==> src/rtl/tdm_pkg.sv <==
// tdm_pkg: constants and state encoding shared by both ends of the 8-slot TDM link
package tdm_pkg;
  localparam int TDM_SLOTS = 8;
  localparam int TDM_SEL_W = 3;
  typedef enum logic {HUNT = 1'b0, RECV = 1'b1} state_t;
endpackage

==> src/rtl/tdm_slot_ctr.sv <==
// tdm_slot_ctr: wrapping slot counter with clear, load-to-1, increment and terminal count
module tdm_slot_ctr import tdm_pkg::*; #(
  parameter int SLOTS = TDM_SLOTS,
  parameter int SEL_W = TDM_SEL_W
) (
  input  logic             clk,
  input  logic             rst,
  input  logic             clr,
  input  logic             load,
  input  logic             inc,
  output logic [SEL_W-1:0] slot,
  output logic             tc
);
  assign tc = slot == SEL_W'(SLOTS - 1);
  always_ff @(posedge clk)
    if (rst || clr) slot <= '0;
    else if (load) slot <= SEL_W'(1);
    else if (inc) slot <= slot + SEL_W'(1);
endmodule

==> src/rtl/tdm_demux8.sv <==
// tdm_demux8: TDM receiver that reassembles 8 serial slots into a word and flags framing errors
module tdm_demux8 import tdm_pkg::*; #(
  parameter int SLOTS = TDM_SLOTS,
  parameter int SEL_W = TDM_SEL_W
) (
  input  logic             clk,
  input  logic             rst,
  input  logic             din,
  input  logic             din_valid,
  input  logic             frame_sync,
  output logic [SLOTS-1:0] dout,
  output logic             dout_valid,
  output logic [SEL_W-1:0] slot,
  output logic             locked,
  output logic             sync_err
);
  state_t state, state_n;
  logic [SLOTS-1:0] asm_q, asm_set;
  logic start, store, miss, early, tc;
  always_comb begin
    start   = din_valid && frame_sync;
    store   = din_valid && !frame_sync && state == RECV && slot != '0;
    miss    = din_valid && !frame_sync && state == RECV && slot == '0;
    early   = start && state == RECV && slot != '0;
    state_n = miss ? HUNT : start ? RECV : state;
    asm_set = asm_q;
    asm_set[slot] = din;
  end
  tdm_slot_ctr #(.SLOTS(SLOTS), .SEL_W(SEL_W)) u_ctr (
    .clk(clk), .rst(rst), .clr(miss), .load(start), .inc(store), .slot(slot), .tc(tc)
  );
  assign locked = state == RECV;
  always_ff @(posedge clk)
    if (rst) begin
      state      <= HUNT;
      asm_q      <= '0;
      dout       <= '0;
      dout_valid <= 1'b0;
      sync_err   <= 1'b0;
    end else begin
      state      <= state_n;
      dout_valid <= store && tc;
      sync_err   <= miss || early;
      if (start) asm_q <= {{(SLOTS-1){1'b0}}, din};
      else if (store) asm_q <= asm_set;
      if (store && tc) dout <= asm_set;
    end
endmodule

==> config.mk <==
export PLATFORM = sky130hd
export DESIGN_NAME = tdm_demux8
export DESIGN_NICKNAME = d
export VERILOG_FILES = /design/src/rtl/tdm_pkg.sv /design/src/rtl/tdm_slot_ctr.sv /design/src/rtl/tdm_demux8.sv
export SDC_FILE = /design/constraint.sdc
export NUM_CORES = 1
export LEC_CHECK = 0
export BUFFER_PORTS_ARGS = -buffer_cell sky130_fd_sc_hd__buf_4
export CAP_MARGIN = 25
export CORE_ASPECT_RATIO = 0.7
export CORE_MARGIN = 2
export CORE_UTILIZATION = 58
export CTS_CLUSTER_SIZE = 24
export DETAILED_ROUTE_END_ITERATION = 10
export PLACE_DENSITY = 0.79
export SYNTH_ARGS = -nofsm -noshare
export SYNTH_HDL_FRONTEND = slang
export SYNTH_HIERARCHICAL = 1
export SYNTH_SLANG_ARGS = --single-unit
==> constraint.sdc <==
create_clock -name clk -period 3.35 [get_ports clk]
set_input_delay 0 -clock clk [delete_from_list [all_inputs] [get_ports clk]]
set_output_delay 0 -clock clk [all_outputs]
set_load 0.01 [all_outputs]
* Yosys cells after proc, flatten, opt, wreduce, memory -nomap -nowiden *
Cells that the tools add are included.

word-level totals
  bits of input ports = 5
  bits in registers = 22

cells by class
  magnitude comparators = 2
  reduce and logical (&&, ||, !) cells = 18
  $add $sub $neg = 1
  eq/ne operators = 1
  muxes and demuxes = 7

operators by type and width
  operator               number
  $logic_and A1 B1 Y1    9
  $bwmux W8              1
  $reduce_or A2 Y1       3
  $mux W1                5
  $lt A3 B4 Y1 const B   1
  $add A3 B1 Y3 const B  1
  $demux W1 S3           1
  $eq A3 B3 Y1 const B   1
  $ge A3 B1 Y1 const B   1
  $logic_not A3 Y1       1
  $reduce_bool A3 Y1     1
  $logic_or A1 B1 Y1     2
  $reduce_bool A2 Y1     1
  $logic_not A1 Y1       1

* Logic depth before layout (Yosys ltp) *
Gate-level depths: netlist of the first run.

  depth in word-level cells = 7
  gate-level depth with buffers = 7

* Hierarchy *
Netlist of the first run, hierarchy kept.

modules (own cells, without submodules)
  module        area an instance (um2)  seq. area each (um2)  instances  cells each
  tdm_demux8    973.4                   380.4                 1          101
  tdm_slot_ctr  137.6                   60.1                  1          12

* Worst setup path after synthesis of the first run *
Ideal clock, no wire load.

  path type = reg2reg
  from = register u_ctr.slot[0]
  to = register u_ctr.slot[0]
  arrival = 1.595 ns
  buffers on the path = 3
  cell stages (with the launch flop) = 8
  path slack = 1.640 ns
  clock period less this slack = 1.710 ns
  library setup time = 0.115 ns
  required time = 3.235 ns
  cells stage by stage = dfxtp_1 -> buf_6 -> or3_4 -> buf_6 -> and2_1 -> buf_6 -> xor2_1 -> o21a_1

on the way
  word-level cells in the longest chain between the ends = 3

RTL lines
  what                          line                source
  from (decl)                   tdm_slot_ctr.sv:11  output logic [SEL_W-1:0] slot,
  from (signal assigned)        tdm_slot_ctr.sv:18  else if (inc) slot <= slot + SEL_W'(1);
  $reduce_bool A3 Y1            tdm_demux8.sv:22    store = din_valid && !frame_sync && state == RECV && slot != '0;
  $logic_and A1 B1 Y1           tdm_demux8.sv:22
  named net store               tdm_demux8.sv:19    logic start, store, miss, early, tc;
  $reduce_bool A2 Y1 (no line)  -

The timed path passes the listed nets, and every way through them passes these cells. The select of a mux whose other input is x is not followed.
A chain may end at the register's enable or synchronous reset.

* Worst setup path after layout of the first run *
  from = register state (netlist: locked)
  to = register u_ctr.slot[1]

on the way
  word-level cells in the longest chain between the ends = 4

RTL lines
  what                        line                                source
  from (decl)                 tdm_demux8.sv:17                    state_t state, state_n;
  from (signal assigned)      tdm_demux8.sv:41                    state <= state_n;
  $logic_and A1 B1 Y1 (*)     tdm_demux8.sv:22, tdm_demux8.sv:23
  $logic_and A1 B1 Y1         tdm_demux8.sv:23                    miss = din_valid && !frame_sync && state == RECV && slot == '0;
  $logic_or A1 B1 Y1          tdm_slot_ctr.sv:16                  if (rst || clr) slot <= '0;
  $reduce_or A2 Y1 (no line)  -

Every way passes the cells marked *; elsewhere a longest branch is shown, timed or not.

==> results of run 1 <==
==> report_power, final <==
part / internal [mW] / total (mW) / switching, mW
Combinational: 0.0176 / 0.0411 / 0.0235
Sequential: 0.264 / 0.268 / 0.00416
Clock: 0.121 / 0.206 / 0.0851
Total: 0.403 / 0.516 / 0.113
==> per-layer routing <==
layer  vias up  routed length (um)  GRT usage  part of all wire
met1       413                1130      0.291              0.51
met2        20                 988      0.347              0.44
met5         -                   0          0                 0
met4         0                  12     0.0536            0.0054
met3         2                  92     0.0694             0.041
li1        451                   -          -                 -
==> final timing paths <==
path | endpoint | slack [ns] | cells past startpoint
worst max-delay path | u_ctr/slot[1] | 1.56 | 4
worst min-delay path | asm_q[2] | 0.48 | 2
worst max register to register | u_ctr/slot[1] | 1.56 | 4
worst min register to register | asm_q[2] | 0.48 | 2
==> worst min-delay path: stages, from the launching register on <==
cell	delay, ns
dfxtp_1	0.34
nand2_1	0.05
mux2i_1	0.05
==> registers in the layout, indices dropped and copies added (netlist names) <==
name,flops
asm_q,8
dout,8
dout_valid,1
locked,1
sync_err,1
u_ctr/slot,3
==> cell type report <==
class / instances / area [um2]
Fill cell: 134 / 532
Sequential cell: 22 / 440
Inverter: 3 / 11.3
Clock inverter: 1 / 30.0
Clock buffer: 3 / 22.5
Tap cell: 22 / 27.5
Timing Repair Buffer: 24 / 195
Multi-Input combinational cell: 76 / 579
==> cells by family (layout without fill, tap and decap cells) <==
logic type,count (synthesis),in the layout,share of synthesized area
xor gates and xnor gates,2,2,0.0158
DFF,22,22,0.396
muxes,11,11,0.0991
buffers and inverters,15,31,0.0822
AOI/OAI and AO/OA,31,31,0.214
adders and majority gates,2,2,0.0225
and+or+nand+nor,30,30,0.170
==> layout by cell type, fill, tap and decap left out, drive strengths merged, types with 4 or more instances in the layout <==
cell / netlist / final
nand3b: 4 / 4
dfxtp: 22 / 22
a21oi: 9 / 9
mux2i: 11 / 11
a211oi: 11 / 11
nand2: 6 / 6
a31oi: 7 / 7
buf: 10 / 18
dlygate4sd3: 0 / 6
==> flow_summary_export.csv, run 1 <==
group,metric,value,unit
detailed_routing,wl_per_cell,14.7,um
timing,rsz0062_at_grt,"no",
clock_tree,clk_pin_slew,0.13,ns
clock_tree,max-clock-path-buffers,2,
placed_design,dpl.cell_count,141,
detailed_routing,routed_wl,2220,um
timing,hold_viol_final,0,
min_path,hp-class,"flop to flop",
pwr,vdd_drop_max,0.000387,V
setup_path,worstPathRequired,3.57,ns
floorplanning,die_width,56.3,um
synth,ys_seq_area_frac,0.396,
setup_path,startpoint_type,"flop",
setup_path,arrival,2.01,ns
final_layout,fin_area,1310,um2
synth,synth.ff_latch_count,22,
detailed_routing,first_iter_violations,17,
clock_tree,clockRootBuffer,"clkbuf_4",
global_routing,antenna_found_initial,0,
floorplanning,pin_count,19,
setup_path,crit_chain,"and3b_1 > and2_1 > mux2i_1 > nor4_1",
setup_path,cp_max_fo,17,
placed_design,place_congestion,0.764,
synth,syn_inst,113,
final_layout,antenna_cells,0,
timing,period_needed,1.79,ns
timing,setup_viol,0,
setup_path,worst-path-buf-inv,0,
pwr,p_leak,0.503,nW
clock_tree,cts-hold-fix-buffers,5,
synth,synth_fp_nets,120,
placed_design,post_dp_cell_area,1190,um2
pwr,p_total,0.516,mW
placed_design,pre_cts_slack,1.62,ns
setup_path,cpLargestDelayFamily,"simple AND/OR/NAND/NOR gates",
clock_tree,cts_made_buffers,3,
timing,slew_violations,0,
global_routing,grt_pass1_vias,762,
run_status,status,"finished clean",
synth,async_flop_share,0,
placed_design,hpwl,1450,um
synth,synth_area_per_cell,9.83,um2
synth,syn-cell-area,1110,um2
floorplanning,start_util,0.604,
global_routing,grt_first_pass_wirelength,3610,um
setup_path,worst_setup_path_end_kind,"flop",
synth,yosysTopAreaCellShare,0.396,
synth,synth_cell_types,32,
detailed_routing,num_vias,886,
placed_design,io_buffers,18,
synth,synthTopCellsByCount,"22 x dfxtp_1, 11 x mux2i_1, 9 x a21oi_1",
detailed_routing,vias_per_cell,5.87,
setup_path,critical_path.startpoint,"locked",
setup_path,crit_slowest_cell,"and3b_1",
clock_tree,cts_setup_buffers,0,
synth,synth_edf_count,0,
timing,max_slew_margin,0.614,
timing,post-route-period-util,0.536,
timing,holdWs,0.475,ns
global_routing,grt.total_usage,0.216,
min_path,worstHoldStart,"asm_q[2]",
synth,yosysMostFrequentCell,"dfxtp_1",
synth,synthTopCellsByArea,"dfxtp_1 40%, mux2i_1 9.9%, a211oi_2 7.9%, a21oi_1 4.1%, buf_6 4.1%",
floorplanning,core_area,1840,um2
clock_tree,clkLatencyLatePin,0.31,ns
synth,yosys_warnings,6,
final_layout,layout-drive-gt1-share,0.256,
clock_tree,cts_tree,"built",
synth,synth_flop_cell,"dfxtp_1",
synth,synth_top_cell_by_area,"dfxtp_1",
timing,skew,0.000787,ns
detailed_routing,dr.pass1.iters,4,
timing,setup_tns,0,ns
flow_run,max-cap-violations,0,
final_layout,layout.cells.non_filler,151,
global_routing,grt_max_degree,19,
setup_path,r2r-start,"locked",
setup_path,worstSetupPathType,"flop to flop",
clock_tree,clock-sinks,22,
global_routing,gr-total-overflow,0,
timing,fin_ws,1.56,ns
final_layout,finish.utilization,0.711,
clock_tree,cts_resized,0,
final_layout,finalNetCount,137,
clock_tree,ctsHtreeMaxLevel,1,
pwr,power_density,395,nW/um2
setup_path,slowest_delay,0.56,ns
floorplanning,fp.dieH,40.6,um
timing,max_slew.worst_pin.slew,0.579,ns
floorplanning,row_count,13,
detailed_routing,drc,0,
detailed_routing,ant_nets,0,
final_layout,syn_to_final_growth,17.6,%
floorplanning,die_area,2290,um2
timing,max_freq,557,MHz
No activity file was read; power rests on OpenSTA's default activity.
==> run 2, diff against run 1 <==
--- a/config.mk
+++ b/config.mk
@@ -9,10 +9,10 @@
 export CAP_MARGIN = 25
 export CORE_ASPECT_RATIO = 0.7
 export CORE_MARGIN = 2
-export CORE_UTILIZATION = 58
+export CORE_UTILIZATION = 48
 export CTS_CLUSTER_SIZE = 24
 export DETAILED_ROUTE_END_ITERATION = 10
-export PLACE_DENSITY = 0.79
+export PLACE_DENSITY = 0.7
 export SYNTH_ARGS = -nofsm -noshare
 export SYNTH_HDL_FRONTEND = slang
 export SYNTH_HIERARCHICAL = 1
==> constraint.sdc (replaced) <==
create_clock -name clk -period 1.56 [get_ports clk]
set_input_delay 0 -clock clk [delete_from_list [all_inputs] [get_ports clk]]
set_output_delay 0 -clock clk [all_outputs]
set_load 0.01 [all_outputs]
==> run 2 against run 1 <==
Global-route usage shrank 0.38 points. Routed wire length increased by 16%. First-iteration DRC count grew 35%. Count of clock-buffer cells in the layout is the same. Flip-flop and latch count is the same. Core utilization fell by 8.3 points. Sequential share of layout area down 0.78 points.
==> flow_summary_export.csv, run 2 (synthesis results as in run 1) <==
group,metric,value,unit
final_layout,finalNetCount,146,
floorplanning,die_width,61.5,um
setup_path,slowest_delay,0.43,ns
final_layout,multi_input_area,586,um2
global_routing,grt.total_usage,0.212,
timing,setup_tns,0,ns
final_layout,finish.utilization,0.628,
global_routing,antenna_found_initial,0,
detailed_routing,wl_per_cell,15.2,um
timing,setup_viol,0,
clock_tree,clk_pin_slew,0.12,ns
timing,holdWs,0.00917,ns
pwr,p_total,0.940,mW
global_routing,grt_max_degree,18,
global_routing,gr-usage-met1,0.305,
final_layout,nFillCells,190,
pwr,vdd_drop_max,0.000497,V
setup_path,worstPathRequired,1.80,ns
global_routing,grt_first_pass_wirelength,4060,um
clock_tree,max-clock-path-buffers,2,
floorplanning,start_util,0.512,
clock_tree,clkLatencyLatePin,0.31,ns
timing,slew_violations,0,
setup_path,worst_setup_path_end_kind,"flop",
final_layout,final_common_cell,"buf_4",
detailed_routing,dr.pass1.iters,4,
floorplanning,core_area,2170,um2
setup_path,cp_max_fo,8,
final_layout,top_regs,"asm_q (8), dout (8), u_ctr/slot (3)",
pwr,p_leak,0.538,nW
setup_path,arrival,1.73,ns
detailed_routing,first_iter_violations,23,
pwr,power_density,689,nW/um2
timing,max_slew.worst_pin.slew,0.393,ns
detailed_routing,ant_nets,0,
global_routing,gr-usage-met2,0.303,
clock_tree,ctsHtreeMaxLevel,1,
global_routing,use_met3,0.0614,
detailed_routing,vias_per_cell,5.69,
global_routing,gr-total-overflow,0,
placed_design,hpwl,1710,um
global_routing,grt_pass1_vias,822,
timing,max_freq,667,MHz
floorplanning,die_area,2720,um2
clock_tree,clock-sinks,22,
flow_run,max-cap-violations,0,
global_routing,grt-busiest-layer,"met1",
timing,max_slew_margin,0.734,
floorplanning,row_count,14,
run_status,status,"finished clean",
final_layout,antenna_cells,0,
clock_tree,cts_made_buffers,3,
detailed_routing,num_vias,961,
final_layout,syn_to_final_growth,22.7,%
min_path,hp-class,"input pin to flop",
clock_tree,cts_tree,"built",
final_layout,layout_common_cells,"30 x buf_4, 19 x dfxtp_1, 11 x mux2i_1",
timing,hold_viol_final,0,
setup_path,startpoint_type,"flop",
detailed_routing,drc,0,
placed_design,place_congestion,0.764,
floorplanning,pin_count,19,
timing,post-route-period-util,0.961,
setup_path,crit_chain,"or3_4 > buf_4 > and3_4 > a211oi_2",
floorplanning,fp.dieH,44.3,um
timing,period_needed,1.50,ns
setup_path,crit_slowest_cell,"or3_4",
final_layout,layout-drive-gt1-share,0.365,
setup_path,worstSetupPathType,"flop to flop",
placed_design,io_buffers,18,
clock_tree,clockRootBuffer,"clkbuf_4",
detailed_routing,routed_wl,2570,um
timing,skew,0.00491,ns
final_layout,regArea,449,um2
run 2: cell count changes in the layout (fill, tap and decap cells not counted), sizes merged:
cell,previous run,this run
buf,18,30
dlygate4sd3,6,3
bufinv,1,0
run 2: worst paths after layout:
| check | start | endpoint | slack (ns) | depth (start not counted) |
|---|---|---|---|---|
| worst max-delay path | u_ctr/slot[0] | dout[6] | 0.06 | 4 |
| worst min-delay path | din | asm_q[4] | 0.009 | 3 |
| worst max register to register | u_ctr/slot[0] | dout[6] | 0.06 | 4 |
| worst min register to register | asm_q[0] | asm_q[0] | 0.48 | 2 |
run 2: critical path: cells and delay by family, from the launching register on:
family,cells,cell delay [ns]
and+or+nand+nor,2,0.65
DFF,1,0.39
AOI/OAI and AO/OA,1,0.23
buffers and inverters,1,0.16
run 2: metrics by stage:
stage,setup WS (ns),area [um2],cells
6_report,0.0606,1360,169
5_1_grt,-0.000895,1360,169
4_1_cts,0.0547,1300,161
3_5_place_dp,0.0725,1250,155
3_3_place_gp,0.0958,1250,155
2_1_floorplan,-0.0615,1130,113
run 2: cell type report:
cell class              instances  area share
clock buffers                   3      0.0165
inverters                       3     0.00826
multi-input cells              76       0.429
flip-flops and latches         22       0.329
well taps                      32      0.0294
repair buffers                 33       0.187
run 2: timing repair:
item | CTS | global route
resized for setup | 0 | 3
hold buffers | 3 | 0
endpoints found under the hold margin | 9 | 0
buffers inserted | 0 | 8
endpoints found under the setup margin | 0 | 10
run 2: power by group:
part           internal, mW  total, mW  switching [mW]
Clock                0.0904      0.260           0.169
Combinational        0.0486      0.108          0.0595
Sequential            0.565      0.572         0.00653
Total                 0.704      0.940           0.235
run 2: per-layer routing:
metal | up-vias | share of wire
met5 | - | 0
met4 | 0 | 0.0097
met3 | 4 | 0.047
met2 | 27 | 0.46
met1 | 467 | 0.48
li1 | 463 | -
